### src/rtl/ex_alu_branch_unit.sv
`default_nettype none
// ============================================================================
// Module  : ex_alu_branch_unit
// Brief   : Execute-stage 32-bit ALU with Z/N/C/V flags, branch condition
//           evaluator and branch target adder. Combinational results feed
//           hazard/fetch-select logic and are registered at the EX/MEM edge.
// Rev     : 1.0  initial release
// ============================================================================
module ex_alu_branch_unit (
  input  logic        clk,
  input  logic        reset,      // asynchronous, active-low
  input  logic [31:0] a,
  input  logic [31:0] b,
  input  logic [3:0]  alu_op,
  input  logic [2:0]  cond,
  input  logic        branch_en,
  input  logic [31:0] pc,
  input  logic [31:0] imm,
  output logic [31:0] alu_out,
  output logic        z,
  output logic        n,
  output logic        c,
  output logic        v,
  output logic        taken,
  output logic [31:0] target,
  output logic [31:0] alu_q,
  output logic [3:0]  flags_q,
  output logic        taken_q,
  output logic [31:0] target_q
);

  localparam logic [3:0] OP_ADD    = 4'b0000;
  localparam logic [3:0] OP_SUB    = 4'b0001;
  localparam logic [3:0] OP_AND    = 4'b0010;
  localparam logic [3:0] OP_OR     = 4'b0011;
  localparam logic [3:0] OP_XOR    = 4'b0100;
  localparam logic [3:0] OP_SLL    = 4'b0101;
  localparam logic [3:0] OP_SRL    = 4'b0110;
  localparam logic [3:0] OP_SRA    = 4'b0111;
  localparam logic [3:0] OP_SLT    = 4'b1000;
  localparam logic [3:0] OP_SLTU   = 4'b1001;
  localparam logic [3:0] OP_PASS_B = 4'b1010;
  localparam logic [3:0] OP_JALR   = 4'b1011;

  localparam logic [2:0] COND_BEQ  = 3'b000;
  localparam logic [2:0] COND_BNE  = 3'b001;
  localparam logic [2:0] COND_ALW  = 3'b010;
  localparam logic [2:0] COND_NEV  = 3'b011;
  localparam logic [2:0] COND_BLT  = 3'b100;
  localparam logic [2:0] COND_BGE  = 3'b101;
  localparam logic [2:0] COND_BLTU = 3'b110;
  localparam logic [2:0] COND_BGEU = 3'b111;

  localparam logic [31:0] JALR_MASK = 32'hFFFF_FFFE;

  logic [32:0] add_sum;
  logic [32:0] sub_sum;
  logic [4:0]  shamt;
  logic [31:0] res;
  logic        c_flag;
  logic        v_flag;
  logic        cond_true;

  logic [31:0] alu_d;
  logic [3:0]  flags_d;
  logic        taken_d;
  logic [31:0] target_d;

  // ALU result and carry/overflow; subtraction is a + ~b + 1 so carry means a >= b
  always_comb begin
    add_sum = {1'b0, a} + {1'b0, b};
    sub_sum = {1'b0, a} + {1'b0, ~b} + 33'd1;
    shamt   = b[4:0];
    res     = 32'd0;
    c_flag  = 1'b0;
    v_flag  = 1'b0;
    case (alu_op)
      OP_ADD: begin
        res    = add_sum[31:0];
        c_flag = add_sum[32];
        v_flag = (a[31] == b[31]) && (add_sum[31] != a[31]);
      end
      OP_SUB: begin
        res    = sub_sum[31:0];
        c_flag = sub_sum[32];
        v_flag = (a[31] != b[31]) && (sub_sum[31] != a[31]);
      end
      OP_AND:    res = a & b;
      OP_OR:     res = a | b;
      OP_XOR:    res = a ^ b;
      OP_SLL:    res = a << shamt;
      OP_SRL:    res = a >> shamt;
      OP_SRA:    res = $unsigned($signed(a) >>> shamt);
      OP_SLT:    res = {31'd0, ($signed(a) < $signed(b))};
      OP_SLTU:   res = {31'd0, (a < b)};
      OP_PASS_B: res = b;
      OP_JALR:   res = add_sum[31:0] & JALR_MASK;
      default:   res = 32'd0;
    endcase
  end

  // Flag outputs, branch decision from flags, and the independent target adder
  always_comb begin
    alu_out = res;
    z       = (res == 32'd0);
    n       = res[31];
    c       = c_flag;
    v       = v_flag;
    case (cond)
      COND_BEQ:  cond_true = z;
      COND_BNE:  cond_true = !z;
      COND_ALW:  cond_true = 1'b1;
      COND_NEV:  cond_true = 1'b0;
      COND_BLT:  cond_true = n ^ v;
      COND_BGE:  cond_true = !(n ^ v);
      COND_BLTU: cond_true = !c;
      COND_BGEU: cond_true = c;
      default:   cond_true = 1'b0;
    endcase
    taken  = branch_en & cond_true;
    target = pc + imm;
  end

  // Next-state values for the EX/MEM register: plain capture, no enable or stall
  always_comb begin
    alu_d    = alu_out;
    flags_d  = {z, n, c, v};
    taken_d  = taken;
    target_d = target;
  end

  // EX/MEM boundary register, cleared asynchronously while reset is low
  always_ff @(posedge clk or negedge reset) begin
    if (!reset) begin
      alu_q    <= 32'd0;
      flags_q  <= 4'd0;
      taken_q  <= 1'b0;
      target_q <= 32'd0;
    end else begin
      alu_q    <= alu_d;
      flags_q  <= flags_d;
      taken_q  <= taken_d;
      target_q <= target_d;
    end
  end

endmodule
`default_nettype wire

### config.mk
export PLATFORM = sky130hd
export DESIGN_NAME = ex_alu_branch_unit
export DESIGN_NICKNAME = d
export VERILOG_FILES = /design/src/rtl/ex_alu_branch_unit.sv
export SDC_FILE = /design/constraint.sdc
export NUM_CORES = 1
export LEC_CHECK = 0
export ABC_AREA = 1
export BUFFER_PORTS_ARGS = -buffer_cell sky130_fd_sc_hd__buf_2
export CAP_MARGIN = 15
export CORE_ASPECT_RATIO = 0.75
export CORE_MARGIN = 4
export CORE_UTILIZATION = 40
export CTS_BUF_LIST = sky130_fd_sc_hd__clkbuf_4 sky130_fd_sc_hd__clkbuf_8
export CTS_CLUSTER_SIZE = 10
export DETAILED_ROUTE_END_ITERATION = 8
export HOLD_SLACK_MARGIN = 0.05
export SKIP_LAST_GASP = 1
export SYNTH_ARGS = -nofsm -noshare
export SYNTH_HDL_FRONTEND = slang
export SYNTH_SLANG_ARGS = --single-unit
### constraint.sdc
create_clock -name clk -period 11.5 [get_ports clk]
set_input_delay 2.3 -clock clk [delete_from_list [all_inputs] [get_ports clk]]
set_output_delay 2.3 -clock clk [all_outputs]
set_load 0.1 [all_outputs]
# == Word level (Yosys, flattened, before mapping) ==
# Cells that the tools add are included.
# op_classes
bitwise,6
n_mux,4
eq_ne,22
mul,0
n_lt_le_gt_ge,2
div,0
addsub,4
reduce_logical,8
n_shift,3
# ops
op,count
32-bit one-hot mux with 12 select lines,1
32-bit by 32-bit adder with 33-bit output,2
32-bit less-than comparator,2
"33-bit by 1-bit adder with 33-bit output, second input constant",1
32-bit adder,1
32-bit bitwise AND,1
32-bit logical NOT,1
32-bit NOT,1
32-bit bitwise OR,1
32-bit by 5-bit left shift with 32-bit output,1
32-bit by 5-bit right shift with 32-bit output,1
32-bit by 5-bit >>> shifter with 32-bit output,1
32-bit XOR,1
"4-bit by 3-bit equality test with 1-bit output, second input constant",4
"4-bit equality test, second input constant",4
"3-bit equality test, second input constant",4
"4-bit by 2-bit equality test with 1-bit output, second input constant",2
1-bit one-hot mux with 8 select lines,1
"3-bit by 2-bit equality test with 1-bit output, second input constant",2
"4-bit by 1-bit equality test with 1-bit output, second input constant",1
4-bit logical NOT,1
1-bit one-hot mux with 2 select lines,2
"3-bit by 1-bit equality test with 1-bit output, second input constant",1
1-bit logical NOT,3
other kinds (6),9
# totals
ram_bits,0
memories,0
mem_bits_ro,0
register_bits,69
inputBits,138
latchBits,0

# == Depth between registers and ports, before layout ==
# depth
depth_word,10
depth_mapped,26

# == Worst setup path after synthesis ==
# Ideal clock, no wire load.
# synth_timing
kind,input to output
start,input port b[4]
end,output port taken
path_buffers,3
t_arrival_ps,7006
path_stages,22
setup_slack_ps,2194
cell_sequence,buf_2 inv_2 buf_1 ha_1 buf_4 nor2_1 nand3_1 nand3_1 nand2_1 nand2_1 nand2_1 nand2_1 nand2_1 nand3_1 nand4_1 nor2_1 nand2_1 nor2_1 nand3_2 nand2_1 nand2_1 nor2_1
# synth_between
word_cells_on_any_way,26
cone_classes,add/sub: 3; order compare: 2; eq/ne: 2; shift: 3; mux: 4; bitwise: 6; reduce/logical: 6
# synth_rtl
item,line,rtl
start: declaration,13,"input logic [31:0] b,"
32-bit NOT,72,"sub_sum = {1'b0, a} + {1'b0, ~b} + 33'd1;"
32-bit by 32-bit adder with 33-bit output,72,
33-bit by 1-bit adder with 33-bit output,72,
32-bit one-hot mux with 12 select lines (*),77,case (alu_op)
named net alu_out[17],19,"output logic [31:0] alu_out,"
32-bit logical NOT (*),105,z = (res == 32'd0);
1-bit logical NOT,111,COND_BNE: cond_true = !z;
1-bit one-hot mux with 8 select lines (*),109,case (cond)
1-bit bitwise AND (*),120,taken = branch_en & cond_true;
end: declaration,24,"output logic taken,"
# Mark *: on every way through the listed nets, which the timed path passes. The rest lies on a longest branch.

# == Final worst setup path ==
# layout_timing
start,input port b[0]
end,output port taken
# layout_between
elab_chain_len,10
word_cells_on_any_way,26
cone_classes,add/sub: 3; order compare: 2; eq/ne: 2; shift: 3; mux: 4; bitwise: 6; reduce/logical: 6
# layout_lines
item,line
branches (longest 8 deep; another with 32-bit by 32-bit adder with 33-bit output),-
1-bit one-hot mux with 8 select lines (*),109
1-bit bitwise AND (*),120
# Every way passes the cells marked *.

==> flow_metrics.py <==
metrics = {
    "global_routing": {
        "grt_pass1_wl_um": 107000,
        "gr-total-overflow": 0,
        "gr-max-usage-layer": "met2",
        "grt_pass1_vias": 17100,
        "use_met2": 0.540,
        "grt_max_degree": 69,
        "antenna_found_initial": 3,
        "use_met3": 0.0926,
        "met1_usage": 0.534,
        "track_usage": 0.365,
    },
    "clock_network": {
        "cts_root_buffer": "clkbuf_8",
        "clk_pin_slew_worst_paths_ns": 0.08,
        "cts_buffer_depth": 2,
        "cts_resized": 0,
        "cts_tree": "done",
        "htree_levels": 3,
        "cts_buffers": 9,
        "hold_buffers": 0,
        "cts.sinks": 68,
        "cts_setup_buffers": 0,
    },
    "floorplan": {
        "design.core.area_mm2": 0.0349,
        "ios": 276,
        "die_w_um": 226,
        "start_util": 0.408,
        "num_rows": 59,
        "die_area_mm2": 0.0388,
        "die_height_um": 171,
    },
    "detailed_routing": {
        "drc_errors": 0,
        "wire_per_inst_um": 22.6,
        "via_count": 18800,
        "detail_route.vias_per_cell": 5.73,
        "ant_nets": 0,
        "drtPass1Iterations": 6,
        "wl_um": 73900,
        "drt-initial-drc-count": 2338,
    },
    "power_and_ir_drop": {
        "pwr-share-comb": 0.732,
        "power_density_mw_per_mm2": 122,
        "switching_power_mw": 1.28,
        "p_sw_frac": 0.661,
        "p_int_mw": 0.659,
        "ir_drop_uv": 177,
        "sequentialPowerShare": 0.149,
        "p_leak_nw": 9.25,
        "p_clk_frac": 0.118,
    },
    "placement": {
        "place.port_buffers": 275,
        "dp_hpwl_um": 62200,
        "place_area_mm2": 0.0157,
        "dp.cells": 3261,
        "gp_congestion": 1.02,
    },
    "setup_path": {
        "start_kind": "input port",
        "cpPeakStageDelay_ns": 0.60,
        "cp_max_fo": 36,
        "path_common_cell": "nand2_1",
        "path_cells": "buf_2 -> ha_1 -> inv_1 -> fa_1 -> inv_1 -> nand3_1 -> nand3_1 -> xor2_1 -> nand2_1 -> o21ai_0 -> nor2_1 -> nand2_1 -> nor2_1 -> nand2_1 -> nor2_1 -> nand2_1 -> nor2_2 -> nand3_2 -> nand2_1 -> nand2_1 -> nor2_1 -> buf_2",
        "crit_arrival_ns": 6.69,
        "crit_type": "in -> out",
        "cp.required_ns": 9.20,
        "critPathSlowestCell": "buf_2",
        "end_kind": "output pin",
    },
    "synthesis": {
        "synthArstFlopShare": 1.00,
        "ys_types": 44,
        "synthFlopType": "dfrtp_1",
        "syn-num-nets": 2888,
        "syn_inst": 2619,
        "ys_warn_count": 0,
        "synth_edf_count": 0,
        "synth_area_mm2": 0.0143,
        "syn_avg_cell_area_um2": 5.44,
        "ys_seq_area_frac": 0.119,
        "ys_seq_elements": 68,
    },
    "sta": {
        "timing.hold.ws_ns": 2.14,
        "fmax_mhz": 111,
        "setup_viol": 0,
        "worstMarginPinSlew_ns": 1.01,
        "min_period_ns": 8.99,
        "fin_crit_sh": 0.782,
        "setup_tns_ns": 0,
        "rsz0062_at_grt": "no",
        "hold_violations": 0,
        "slew_violations": 0,
        "max_slew_margin": 0.325,
    },
    "worst_hold_path": {
        "hold_class": "in -> async",
    },
    "final_layout": {
        "drive_above_1_share": 0.133,
        "final_common_cell": "nand2_1",
        "fin_cells": 3277,
        "most-common-layout-cells": "nand2_1 (814), nand3_1 (471), inv_1 (372), buf_2 (275), nor2_1 (222)",
        "areaGrowthSynthToFinish_pct": 11.7,
        "fin_nets": 3084,
        "final_area_mm2": 0.0159,
        "antennaDiodeCount": 0,
    },
    "run": {
        "max_cap_violations": 0,
    },
    "outcome": {
        "outcome": "finished clean",
    },
}
[worst max-delay path, delay by kind of cell]
family / cells / cell delay (ns)
buf+inv: 4 / 1.33
compound gates: 1 / 0.08
fa+ha+maj: 2 / 0.84
xor+xnor: 1 / 0.20
simple gates: 14 / 1.95
[power groups by stage]
stage / combinational [mW] / sequential [mW] / clock (mW)
finish: 1.42 / 0.290 / 0.230
global route: 1.49 / 0.294 / 0.246
CTS: 1.40 / 0.290 / 0.232
detailed placement: 1.40 / 0.295 / 0
global placement: 1.40 / 0.294 / 0
floorplan: 0.764 / 0.602 / 0
[logic make-up (layout without fill, tap and decap cells)]
kind of cell	after synthesis	in the layout	synth area share
AND/OR/NAND/NOR	1668	1668	0.509
buffers and inverters	486	687	0.143
adder cells (fa/ha/maj)	131	131	0.117
AO/OA/AOI/OAI	232	232	0.0913
XOR/XNOR	34	34	0.0209
flip-flops	68	68	0.119
[per-layer routing]
| layer | routed length (µm) | vias up | part of all wire |
|---|---|---|---|
| li1 | - | 8815 | - |
| met1 | 32000 | 8791 | 0.43 |
| met2 | 31000 | 1069 | 0.42 |
| met3 | 9020 | 90 | 0.12 |
| met4 | 1880 | 4 | 0.025 |
| met5 | 22 | - | 0.00030 |
[synthesized netlist by cell type (2+ instances only)]
library cell,n,share of area
a31oi_1,4,0.0018
nand3b_1,7,0.0037
clkbuf_1,19,0.0050
a221oi_1,3,0.0018
xnor2_1,11,0.0068
o2111ai_1,3,0.0018
nand4_1,42,0.018
o21a_1,2,0.0011
o21ai_0,51,0.018
ha_1,128,0.11
nand3_1,471,0.17
nor3_1,38,0.013
o22ai_1,32,0.014
nor2_1,223,0.059
a21boi_1,2,0.0011
xor2_1,23,0.014
nand2_1,814,0.21
buf_1,9,0.0024
nand3_2,9,0.0063
or2_2,2,0.00088
and3_1,6,0.0026
o21bai_1,14,0.0074
nor2_2,15,0.0066
inv_2,14,0.0037
buf_2,39,0.014
nand2_2,31,0.014
inv_1,372,0.098
buf_6,12,0.0095
and2_1,4,0.0018
o211ai_1,5,0.0026
dfrtp_1,68,0.12
buf_4,20,0.011
o21ai_1,11,0.0039
fa_1,3,0.0042
a21oi_1,100,0.035
nor4_1,3,0.0013
a21o_1,2,0.0011
[state kept, by name, summed over array words and instances, names as in the netlist]
register / count
target_q: 32
alu_q: 31
flags_q: 4
taken_q: 1
[worst paths after layout]
kind | start | to
worst max-delay path | b[0] | taken
worst min-delay path | reset | target_q[28]
max in group asynchronous | reset | target_q[11]
min in group clk | imm[0] | target_q[0]
[through the flow]
| step | utilization | power, mW | worst slack [ns] |
|---|---|---|---|
| floorplan | - | 1.37 | 2.19 |
| global placement | 0.449 | 1.69 | 2.78 |
| detailed placement | 0.449 | 1.69 | 2.74 |
| CTS | 0.456 | 1.92 | 2.72 |
| global route | 0.456 | 2.03 | 2.35 |
| finish | 0.456 | 1.94 | 2.51 |
[final cells by class]
type                    instances  area [µm²]
multi-input cells            2065       10500
repair buffers                284        1440
clock buffers                  12         153
flip-flops and latches         68        1700
clock inverters                 4        72.6
well taps                     457         572
fillers                      3925       19000
inverters                     387        1460
Power figures use the tool's default switching activity.
